[config.mk]
export PLATFORM = sky130hd
export DESIGN_NAME = fb_writer
export DESIGN_NICKNAME = d
export VERILOG_FILES = /design/src/rtl/gpu_raster_pkg.sv /design/src/rtl/fb_fifo.sv /design/src/rtl/fb_writer.sv
export SDC_FILE = /design/constraint.sdc
export NUM_CORES = 1
export LEC_CHECK = 0
export CORE_ASPECT_RATIO = 0.8
export CORE_UTILIZATION = 50
export CTS_CLUSTER_SIZE = 28
export DETAILED_ROUTE_END_ITERATION = 12
export DONT_BUFFER_PORTS = 1
export PLACE_DENSITY = 0.64
export SYNTH_ARGS = -nofsm -noshare
export SYNTH_HDL_FRONTEND = slang
export SYNTH_SLANG_ARGS = --single-unit
[constraint.sdc]
create_clock -name clk_i -period 9.8 [get_ports clk_i]
set_input_delay 0.98 -clock clk_i [delete_from_list [all_inputs] [get_ports clk_i]]
set_output_delay 0.98 -clock clk_i [all_outputs]
set_load 0.1 [all_outputs]
[src/rtl/gpu_raster_pkg.sv]
// Shared raster-back-end definitions.
//   fb_state_t    : frame-buffer writer sequencing states
//   pix_ofs_w()   : width of a linear pixel offset (0 .. x_res*y_res-1)
package gpu_raster_pkg;

  typedef enum logic [1:0] {
    ST_RUN   = 2'd0,
    ST_DRAIN = 2'd1,
    ST_CLEAR = 2'd2,
    ST_DONE  = 2'd3
  } fb_state_t;

  // A one-pixel screen still needs a one-bit offset register.
  localparam int PIX_OFS_W_MIN = 1;

  function automatic int pix_ofs_w(input int x_res, input int y_res);
    return (x_res * y_res > 1) ? $clog2(x_res * y_res) : PIX_OFS_W_MIN;
  endfunction

endpackage

[src/rtl/fb_fifo.sv]
// Synchronous fragment FIFO, first-word-fall-through head.
//   clk, rst          : clock, async active-high reset (pointers only)
//   push, push_data   : write port (ignored when full)
//   pop               : advance head (ignored when empty)
//   head              : current head entry
//   full, empty       : occupancy flags
module fb_fifo #(
  parameter int WIDTH = 64,
  parameter int DEPTH = 4
) (
  input  logic             clk,
  input  logic             rst,
  input  logic             push,
  input  logic [WIDTH-1:0] push_data,
  input  logic             pop,
  output logic [WIDTH-1:0] head,
  output logic             full,
  output logic             empty
);

  localparam int PW = $clog2(DEPTH);

  logic [WIDTH-1:0] mem [DEPTH];
  logic [PW:0]      wr_ptr;
  logic [PW:0]      rd_ptr;

  // Extra pointer bit distinguishes full from empty when indices match.
  assign empty = (wr_ptr == rd_ptr);
  assign full  = (wr_ptr[PW] != rd_ptr[PW]) && (wr_ptr[PW-1:0] == rd_ptr[PW-1:0]);
  assign head  = mem[rd_ptr[PW-1:0]];

  always_ff @(posedge clk or posedge rst) begin
    if (rst) begin
      wr_ptr <= '0;
      rd_ptr <= '0;
    end else begin
      if (push && !full) wr_ptr <= wr_ptr + 1'b1;
      if (pop && !empty) rd_ptr <= rd_ptr + 1'b1;
    end
  end

  // Storage carries no reset; only the pointers define validity.
  always_ff @(posedge clk) begin
    if (push && !full) mem[wr_ptr[PW-1:0]] <= push_data;
  end

endmodule

[src/rtl/fb_writer.sv]
// Colour frame-buffer writer: turns depth-passed fragments into memory writes
// and performs full-screen colour clears.
//   clk_i, rst_i            : clock, async active-high reset
//   frag_*_i, depth_pass_i  : fragment stream from the depth test
//   frag_ready_o            : fragment accept
//   fb_base_address_i       : colour-buffer base word address
//   clear_i, clear_color_i  : clear request and clear value
//   mem_w_valid_o/ready_i   : write-port handshake; mem_addr_o, mem_data_o payload
//   clear_done_o, busy_o    : clear completion pulse, activity flag
//
// state    | meaning
// ST_RUN   | accept fragments, write them out of the FIFO
// ST_DRAIN | clear pending: stop accepting, flush queued fragments
// ST_CLEAR | sweep every pixel with the latched clear colour
// ST_DONE  | one-cycle completion pulse, then back to ST_RUN
module fb_writer
  import gpu_raster_pkg::*;
#(
  parameter int X_RES      = 1280,
  parameter int Y_RES      = 720,
  parameter int ADDR_SIZE  = 32,
  parameter int COLOR_SIZE = 32,
  parameter int FIFO_DEPTH = 4
) (
  input  logic                     clk_i,
  input  logic                     rst_i,
  input  logic                     frag_valid_i,
  output logic                     frag_ready_o,
  input  logic [$clog2(X_RES)-1:0] frag_x_i,
  input  logic [$clog2(Y_RES)-1:0] frag_y_i,
  input  logic [COLOR_SIZE-1:0]    frag_color_i,
  input  logic                     depth_pass_i,
  input  logic [ADDR_SIZE-1:0]     fb_base_address_i,
  input  logic                     clear_i,
  input  logic [COLOR_SIZE-1:0]    clear_color_i,
  output logic                     mem_w_valid_o,
  input  logic                     mem_w_ready_i,
  output logic [ADDR_SIZE-1:0]     mem_addr_o,
  output logic [COLOR_SIZE-1:0]    mem_data_o,
  output logic                     clear_done_o,
  output logic                     busy_o
);

  localparam int CNT_W = pix_ofs_w(X_RES, Y_RES);
  localparam logic [CNT_W-1:0] LAST_PIX = CNT_W'(X_RES * Y_RES - 1);
  localparam int ENTRY_W = ADDR_SIZE + COLOR_SIZE;

  fb_state_t              state;
  logic [CNT_W-1:0]       pix_cnt;
  logic [COLOR_SIZE-1:0]  clr_color;

  logic                   fifo_full;
  logic                   fifo_empty;
  logic [ENTRY_W-1:0]     fifo_head;
  logic [ADDR_SIZE-1:0]   frag_addr;
  logic                   push;
  logic                   pop;
  logic                   draining;
  logic                   wr_fire;

  assign frag_addr = fb_base_address_i
                   + ADDR_SIZE'(frag_y_i) * ADDR_SIZE'(X_RES)
                   + ADDR_SIZE'(frag_x_i);

  // Readiness depends on full only, so a same-cycle pop never frees a slot
  // early. Held low while reset is asserted.
  assign frag_ready_o = !rst_i && (state == ST_RUN) && !fifo_full;
  assign push         = frag_valid_i && frag_ready_o && depth_pass_i;

  assign draining      = (state == ST_RUN) || (state == ST_DRAIN);
  assign mem_w_valid_o = (draining && !fifo_empty) || (state == ST_CLEAR);
  assign wr_fire       = mem_w_valid_o && mem_w_ready_i;
  assign pop           = wr_fire && draining;

  assign clear_done_o = (state == ST_DONE);
  assign busy_o       = !((state == ST_RUN) && fifo_empty);

  always_comb begin
    mem_addr_o = '0;
    mem_data_o = '0;
    if (state == ST_CLEAR) begin
      mem_addr_o = fb_base_address_i + ADDR_SIZE'(pix_cnt);
      mem_data_o = clr_color;
    end else if (mem_w_valid_o) begin
      mem_addr_o = fifo_head[ENTRY_W-1 -: ADDR_SIZE];
      mem_data_o = fifo_head[COLOR_SIZE-1:0];
    end
  end

  fb_fifo #(
    .WIDTH (ENTRY_W),
    .DEPTH (FIFO_DEPTH)
  ) u_fifo (
    .clk       (clk_i),
    .rst       (rst_i),
    .push      (push),
    .push_data ({frag_addr, frag_color_i}),
    .pop       (pop),
    .head      (fifo_head),
    .full      (fifo_full),
    .empty     (fifo_empty)
  );

  always_ff @(posedge clk_i or posedge rst_i) begin
    if (rst_i) begin
      state     <= ST_RUN;
      pix_cnt   <= '0;
      clr_color <= '0;
    end else begin
      case (state)
        ST_RUN: begin
          if (clear_i) begin
            clr_color <= clear_color_i;
            state     <= ST_DRAIN;
          end
        end
        ST_DRAIN: begin
          if (fifo_empty) state <= ST_CLEAR;
        end
        ST_CLEAR: begin
          if (wr_fire) begin
            if (pix_cnt == LAST_PIX) begin
              pix_cnt <= '0;
              state   <= ST_DONE;
            end else begin
              pix_cnt <= pix_cnt + 1'b1;
            end
          end
        end
        ST_DONE: state <= ST_RUN;
        default: state <= ST_RUN;
      endcase
    end
  end

endmodule

; ---- After elaboration in Yosys (flattened, before gate mapping)
; Memories as Yosys holds them, arrays and structs flattened.
; Cells that the tools add are included.
; W data, S select, Z words.
[totals]
register_bits = 60
ramBits = 256
input_bits = 123
out_inout_bits = 68
word_cells = 57
n_memories = 1
[op_classes]
addsub = 6
n_mul = 1
eq_ne = 11
mux = 12
n_reduce_logical = 21
[mem_list]
columns = memory, depth, width, rd, rd_clocked_by_memory_dff, write_ports, line_no
row1 = u_fifo.mem, 4, 64, 1, 0, 1, fb_fifo.sv:23  ; logic [WIDTH-1:0] mem [DEPTH];
[ops]
columns = operator, count
row1 = $mux W32, 4
row2 = $add A32 B11 Y32, 1
row3 = $add A32 B20 Y32, 1
row4 = $add A32 B21 Y32, 1
row5 = $add A20 B1 Y20 const B, 1
row6 = $eq A20 B20 Y1 const B, 1
row7 = $mux W20, 1
row8 = $mul A10 B3 Y13 const B, 1
row9 = $logic_and A1 B1 Y1, 11
row10 = $mux W2, 4
row11 = $pmux W2 S4, 1
row12 = $add A3 B1 Y3 const B, 2
row13 = $ne A2 B2 Y1 const B, 3
row14 = $eq A2 B2 Y1 const B, 2
row15 = $logic_not A1 Y1, 4
row16 = $reduce_and A2 Y1, 2
row17 = $reduce_and A4 Y1, 1
row18 = $eq A3 B3 Y1, 1
row19 = $eq A2 B1 Y1 const B, 1
row20 = $eq A2 B2 Y1, 1
row21 = $logic_not A2 Y1, 1
row22 = $logic_or A1 B1 Y1, 2
row23 = $mux W1, 2
row24 = $ne A2 B1 Y1 const B, 1
row25 = $ne A1 B1 Y1, 1

; ---- Longest topological paths before layout
[logic_depth]
depth_word = 9
ltp_mapped = 20
ltp_nobuf = 20

; ---- Hierarchy
; From an unflattened synthesis, not the netlist that was laid out.
[unflattened]
cells_unflattened = 1247
area_unflattened_um2 = 16449.5
[by_module_without_submodules]
columns = mod, instances, cells_per_inst, area_each_um2, seq_area_each_um2
row1 = fb_fifo, 1, 385, 9771.9, 7837.5
row2 = fb_writer, 1, 862, 6677.7, 1351.3

; ---- Worst setup path before layout
; Ideal clock, no wire load.
[synth_timing]
path_kind = input -> register
start = input port rst_i
end = memory u_fifo.mem[3][0], enable pin
arrival_ns = 5.145
required_ns = 9.370
setup_slack_ns = 4.224
cell_stages = 5
path_cell_list = inv_1 -> o211a_1 -> and3_1 -> clkbuf_1 -> and2_1
[synth_via]
elab_chain_len = 8
[synth_lines]
columns = item, line_no
row1 = from (decl), fb_writer.sv:26  ; input logic rst_i,
row2 = $logic_not A1 Y1 (no line), -
row3 = $logic_and A1 B1 Y1 (2 in a row), fb_writer.sv:67  ; assign frag_ready_o = !rst_i && (state == ST_RUN) && !fifo_full;
row4 = net frag_ready_o, fb_writer.sv:28  ; output logic frag_ready_o,
row5 = $logic_and A1 B1 Y1 (2 in a row), fb_writer.sv:68  ; assign push = frag_valid_i && frag_ready_o && depth_pass_i;
row6 = $logic_and A1 B1 Y1, fb_fifo.sv:44  ; if (push && !full) mem[wr_ptr[PW-1:0]] <= push_data;
row7 = $mux W1, fb_fifo.sv:44
row8 = $mux W1 (not written as such), fb_fifo.sv:44
row9 = to (decl), fb_fifo.sv:23
; The timed path passes the listed nets, and every way through them passes these cells.

; ---- Final worst setup path
[layout_timing]
start = register u_fifo.rd_ptr[0]
end = output port mem_addr_o[9]
[layout_via]
elab_chain_len = 6
elab_cells_between_ends = 7
cone_classes = eq/ne: 1 / mux: 2 / reduce/logical: 3 / memory: 1
[layout_lines]
columns = item, line_no
row1 = from (decl), fb_fifo.sv:25  ; logic [PW:0] rd_ptr;
row2 = from (signal assigned), fb_fifo.sv:38  ; if (pop && !empty) rd_ptr <= rd_ptr + 1'b1;
row3 = $eq A3 B3 Y1, fb_fifo.sv:28  ; assign empty = (wr_ptr == rd_ptr);
row4 = $logic_not A1 Y1, fb_writer.sv:71  ; assign mem_w_valid_o = (draining && !fifo_empty) || (state == ST_CLEAR);
row5 = $logic_and A1 B1 Y1, fb_writer.sv:71
row6 = $logic_or A1 B1 Y1, fb_writer.sv:71
row7 = net mem_w_valid_o, fb_writer.sv:36  ; output logic mem_w_valid_o,
row8 = $mux W32, fb_writer.sv:84  ; end else if (mem_w_valid_o) begin
row9 = $mux W32, fb_writer.sv:81  ; if (state == ST_CLEAR) begin
row10 = to (decl), fb_writer.sv:38  ; output logic [ADDR_SIZE-1:0] mem_addr_o,
; The timed path passes the listed nets, and every way through them passes these cells.

==> impl_results.md <==
- Tcrit/Tclk final: about 55%
- Final HPWL from detailed placement: between 20 and 25 mm
- Worst R2R End: u_fifo.mem[3][23]
- Routed wl met3: approximately 2.9 mm
- Area share of the largest cell type after synthesis: 48.53%
- Worst Skew: 0.01759 ns
- DRC: 0
- First-pass GRT wire length: 56.41 mm
- Cell repeated most along the worst path: nand3_1
- Initial antenna violation count: 0
- Maxcap violations: 0
- Vias in the first global route: 9591
- Crit path cell chain: xnor2_1 > nand3_1 > o21ai_4 > buf_4 > inv_2 > a32oi_1 > nand3_1
- CTS tree: yes
- Critical path peak fanout: 42
- Synthesized netlist cell count: 1171
- Reg2Reg Launch Point: u_fifo.rd_ptr[0]
- Initial Util: 51.54%
- Highest Signal Layer: met4
- Main area contributors after synthesis: edfxtp_1 49%, dfrtp_1 9.5%, mux4_2 9.1%
- Arrival time worst endpoint: between 4 and 5 ns
- Post-synth ARST share: 18.99%
- Layout cells sized above 1: a little under a fifth
- Detailed Route WL: 36.71 mm
- Detail Route Antenna Nets: 0
- Tot GR Track Use: 23.02%
- Pin count of the biggest net entering global routing: 69
- Post CTS Setup Buffer Count: 0
- Placement Rows: between 50 and 60
- Unrepaired setup endpoints after global routing: false
- TritonCTS buffer count: 34
- Run status: finished clean
- CP Class: flip-flop to output port
- Final Hold Viols: 0
- FF-to-FF path depth: 6
- Worst endpoint required time: approximately 8.8 ns
- CTS root buf: clkbuf_16
- Nets: approximately 1400
- Hold Path End: u_fifo.wr_ptr[2]
- HP Class: flip-flop to flip-flop
- Buf+Inv Stages, Crit Path: 2
- Drt pass-1 iters: 5
- Critical Path Source Type: flip-flop
- Reg-to-reg setup timing slack: 5.92 ns
- EDFF count, synth: approximately 260
- Antenna cells: 0
- Via/cell ratio: 5.951
- Least-Margin Pin Slew: 1.231 ns
- Core area: about 31000 um^2
- Max incr delay on CP: between 0.9 and 1 ns
- Syn nets: 1385
- Sequential fraction of the synthesis area: 58.00%
- Max_slew headroom: 18.12%
- H-tree Lvls: 2
- I/O pins: 191
- Worst skew pair latency: between 0.5 and 0.6 ns
- PortBufs: 0
- GRT overflow: 0
- Post-CTS sizing: 0
- DRT met1 WL: about 16 mm
- Die width: 201.0 um
- Netlist cell types: 66
- Cts hold-fix bufs: 0
- Total Die Area: 32400 um^2
- Area added between synthesis and finish: 11.47%
- Ys Warns: 0
- Most used flip-flop cell after synthesis: edfxtp_1
- Worst Setup End Kind: output port
- Delay-heaviest family, CP: buffers and inverters
- Peak Freq: 0.1862 GHz
- Fin crit period: between 5 and 6 ns
- Average size of a mapped cell: roughly 14 um^2
- Pins Over Slew Limit: 0
- Area leader, netlist: edfxtp_1
- Hold wc startpoint: u_fifo.wr_ptr[2]
- 1st-iter DRT viols: 668
- CP max-delay cell: dfrtp_4
- Clock slew at reported path FFs: 0.06 ns
- Vias after detailed routing: 9634
- CTS Buffer Depth: 3
- Clk sinks: 316
- Synth Cell Area: 15840 um^2
- Metal2 WL: between 15 and 20 mm
- Synth Register Bits: about 320
- Hold path cells: 1
- Setup_tns: 0 ns
- Routed len/inst: 22.67 um
- Gpl congestion: 0.8492
- DIE HEIGHT: 161.2 um
- Setup-failing EPs final: 0
final cells by class:
class,count,area [um^2]
multi-input cells,772,6575
inverters,38,142.6
flip-flops and latches,316,9194
repair buffers,19,202.7
clock inverters,13,72.57
clock buffers,48,954.7
well taps,413,516.7
fillers,2501,13080
sequential cells by signal (all words and copies together), names as in the netlist:
register	cells
u_fifo.mem	256
clr_color	32
pix_cnt	20
u_fifo.rd_ptr	3
u_fifo.wr_ptr	3
state	2
worst max path at each step:
stage / startpoint / cells past startpoint / slack [ns] / end
finish: u_fifo.rd_ptr[0] / 7 / 4.43 / mem_addr_o[9]
global route: u_fifo.rd_ptr[0] / 7 / 4.09 / mem_addr_o[9]
CTS: u_fifo.rd_ptr[0] / 7 / 4.30 / mem_addr_o[9]
detailed placement: frag_y_i[1] / 19 / 4.68 / u_fifo.mem[2][56]
global placement: fb_base_address_i[0] / 10 / 4.79 / mem_addr_o[18]
floorplan: rst_i / 5 / 4.22 / u_fifo.mem[3][0]
worst reg2reg max path: stages (launching register included):
cell	delay, ns
dfrtp_4	0.91
xnor2_1	0.22
nand2_1	0.11
o211a_1	0.73
and3_1	0.43
and2_4	0.36
buf_4	0.70
stage by stage:
step	cell area (um^2)	setup WS [ns]	utilization [%]	hold slack, ns	std cells
CTS	17660	4.295	57.45	0.4968	1619
global route	17660	4.086	57.45	0.4985	1619
detailed placement	16630	4.679	54.11	0.4892	1558
global placement	16630	4.787	54.11	0.4765	1558
finish	17660	4.429	57.45	0.4924	1619
floorplan	15840	4.224	-	0.4589	1171
cells in the final DEF, fill, tap and decap left out, drive strengths merged, types with 26 or more instances in the layout:
master	instances
xor2	26
clkbuf	48
ha	85
edfxtp	256
xnor2	47
o21ai	78
dfrtp	60
nand3	33
nand2	152
nor2	41
mux2	32
inv	39
a21oi	50
mux4	64
cells by family after synthesis:
family,Yosys count,synth area share [%]
DFF,316,58.00
and+or+nand+nor,302,8.838
AOI/OAI and AO/OA,208,8.127
muxes,98,11.50
adders and majority gates,91,7.472
buffers and inverters,83,2.022
xor gates and xnor gates,73,4.036
metal layers:
layer | vias to the layer above | global-route usage, %
met4 | 0 | 5.760
met1 | 4806 | 32.36
met2 | 295 | 36.35
li1 | 4489 | -
met3 | 44 | 5.408
met5 | - | 0
Yosys cell counts, types with 3 or more instances:
library cell	count
edfxtp_1	256
nand2_1	152
ha_1	85
o21ai_0	68
mux4_2	64
dfrtp_1	60
a21oi_1	50
xnor2_1	47
nor2_1	41
inv_1	37
nand3_1	33
clkbuf_1	32
mux2_2	32
xor2_1	26
and3_1	14
nand4_1	14
a21o_1	10
o21ai_1	10
a211oi_1	9
and2_1	9
nor3_1	8
buf_2	7
o211ai_1	7
o22ai_1	7
a31oi_1	6
buf_1	6
fa_1	6
nor2b_1	6
or3_1	5
nand2b_1	4
o21a_1	4
o21bai_1	4
a211o_1	3
a21boi_0	3
and4_1	3
o2111a_1	3
o2111ai_1	3
o31ai_1	3
or4_1	3
Power is not shown: default switching activity piles up to over one toggle a cycle in this logic, so the estimate is an artifact.
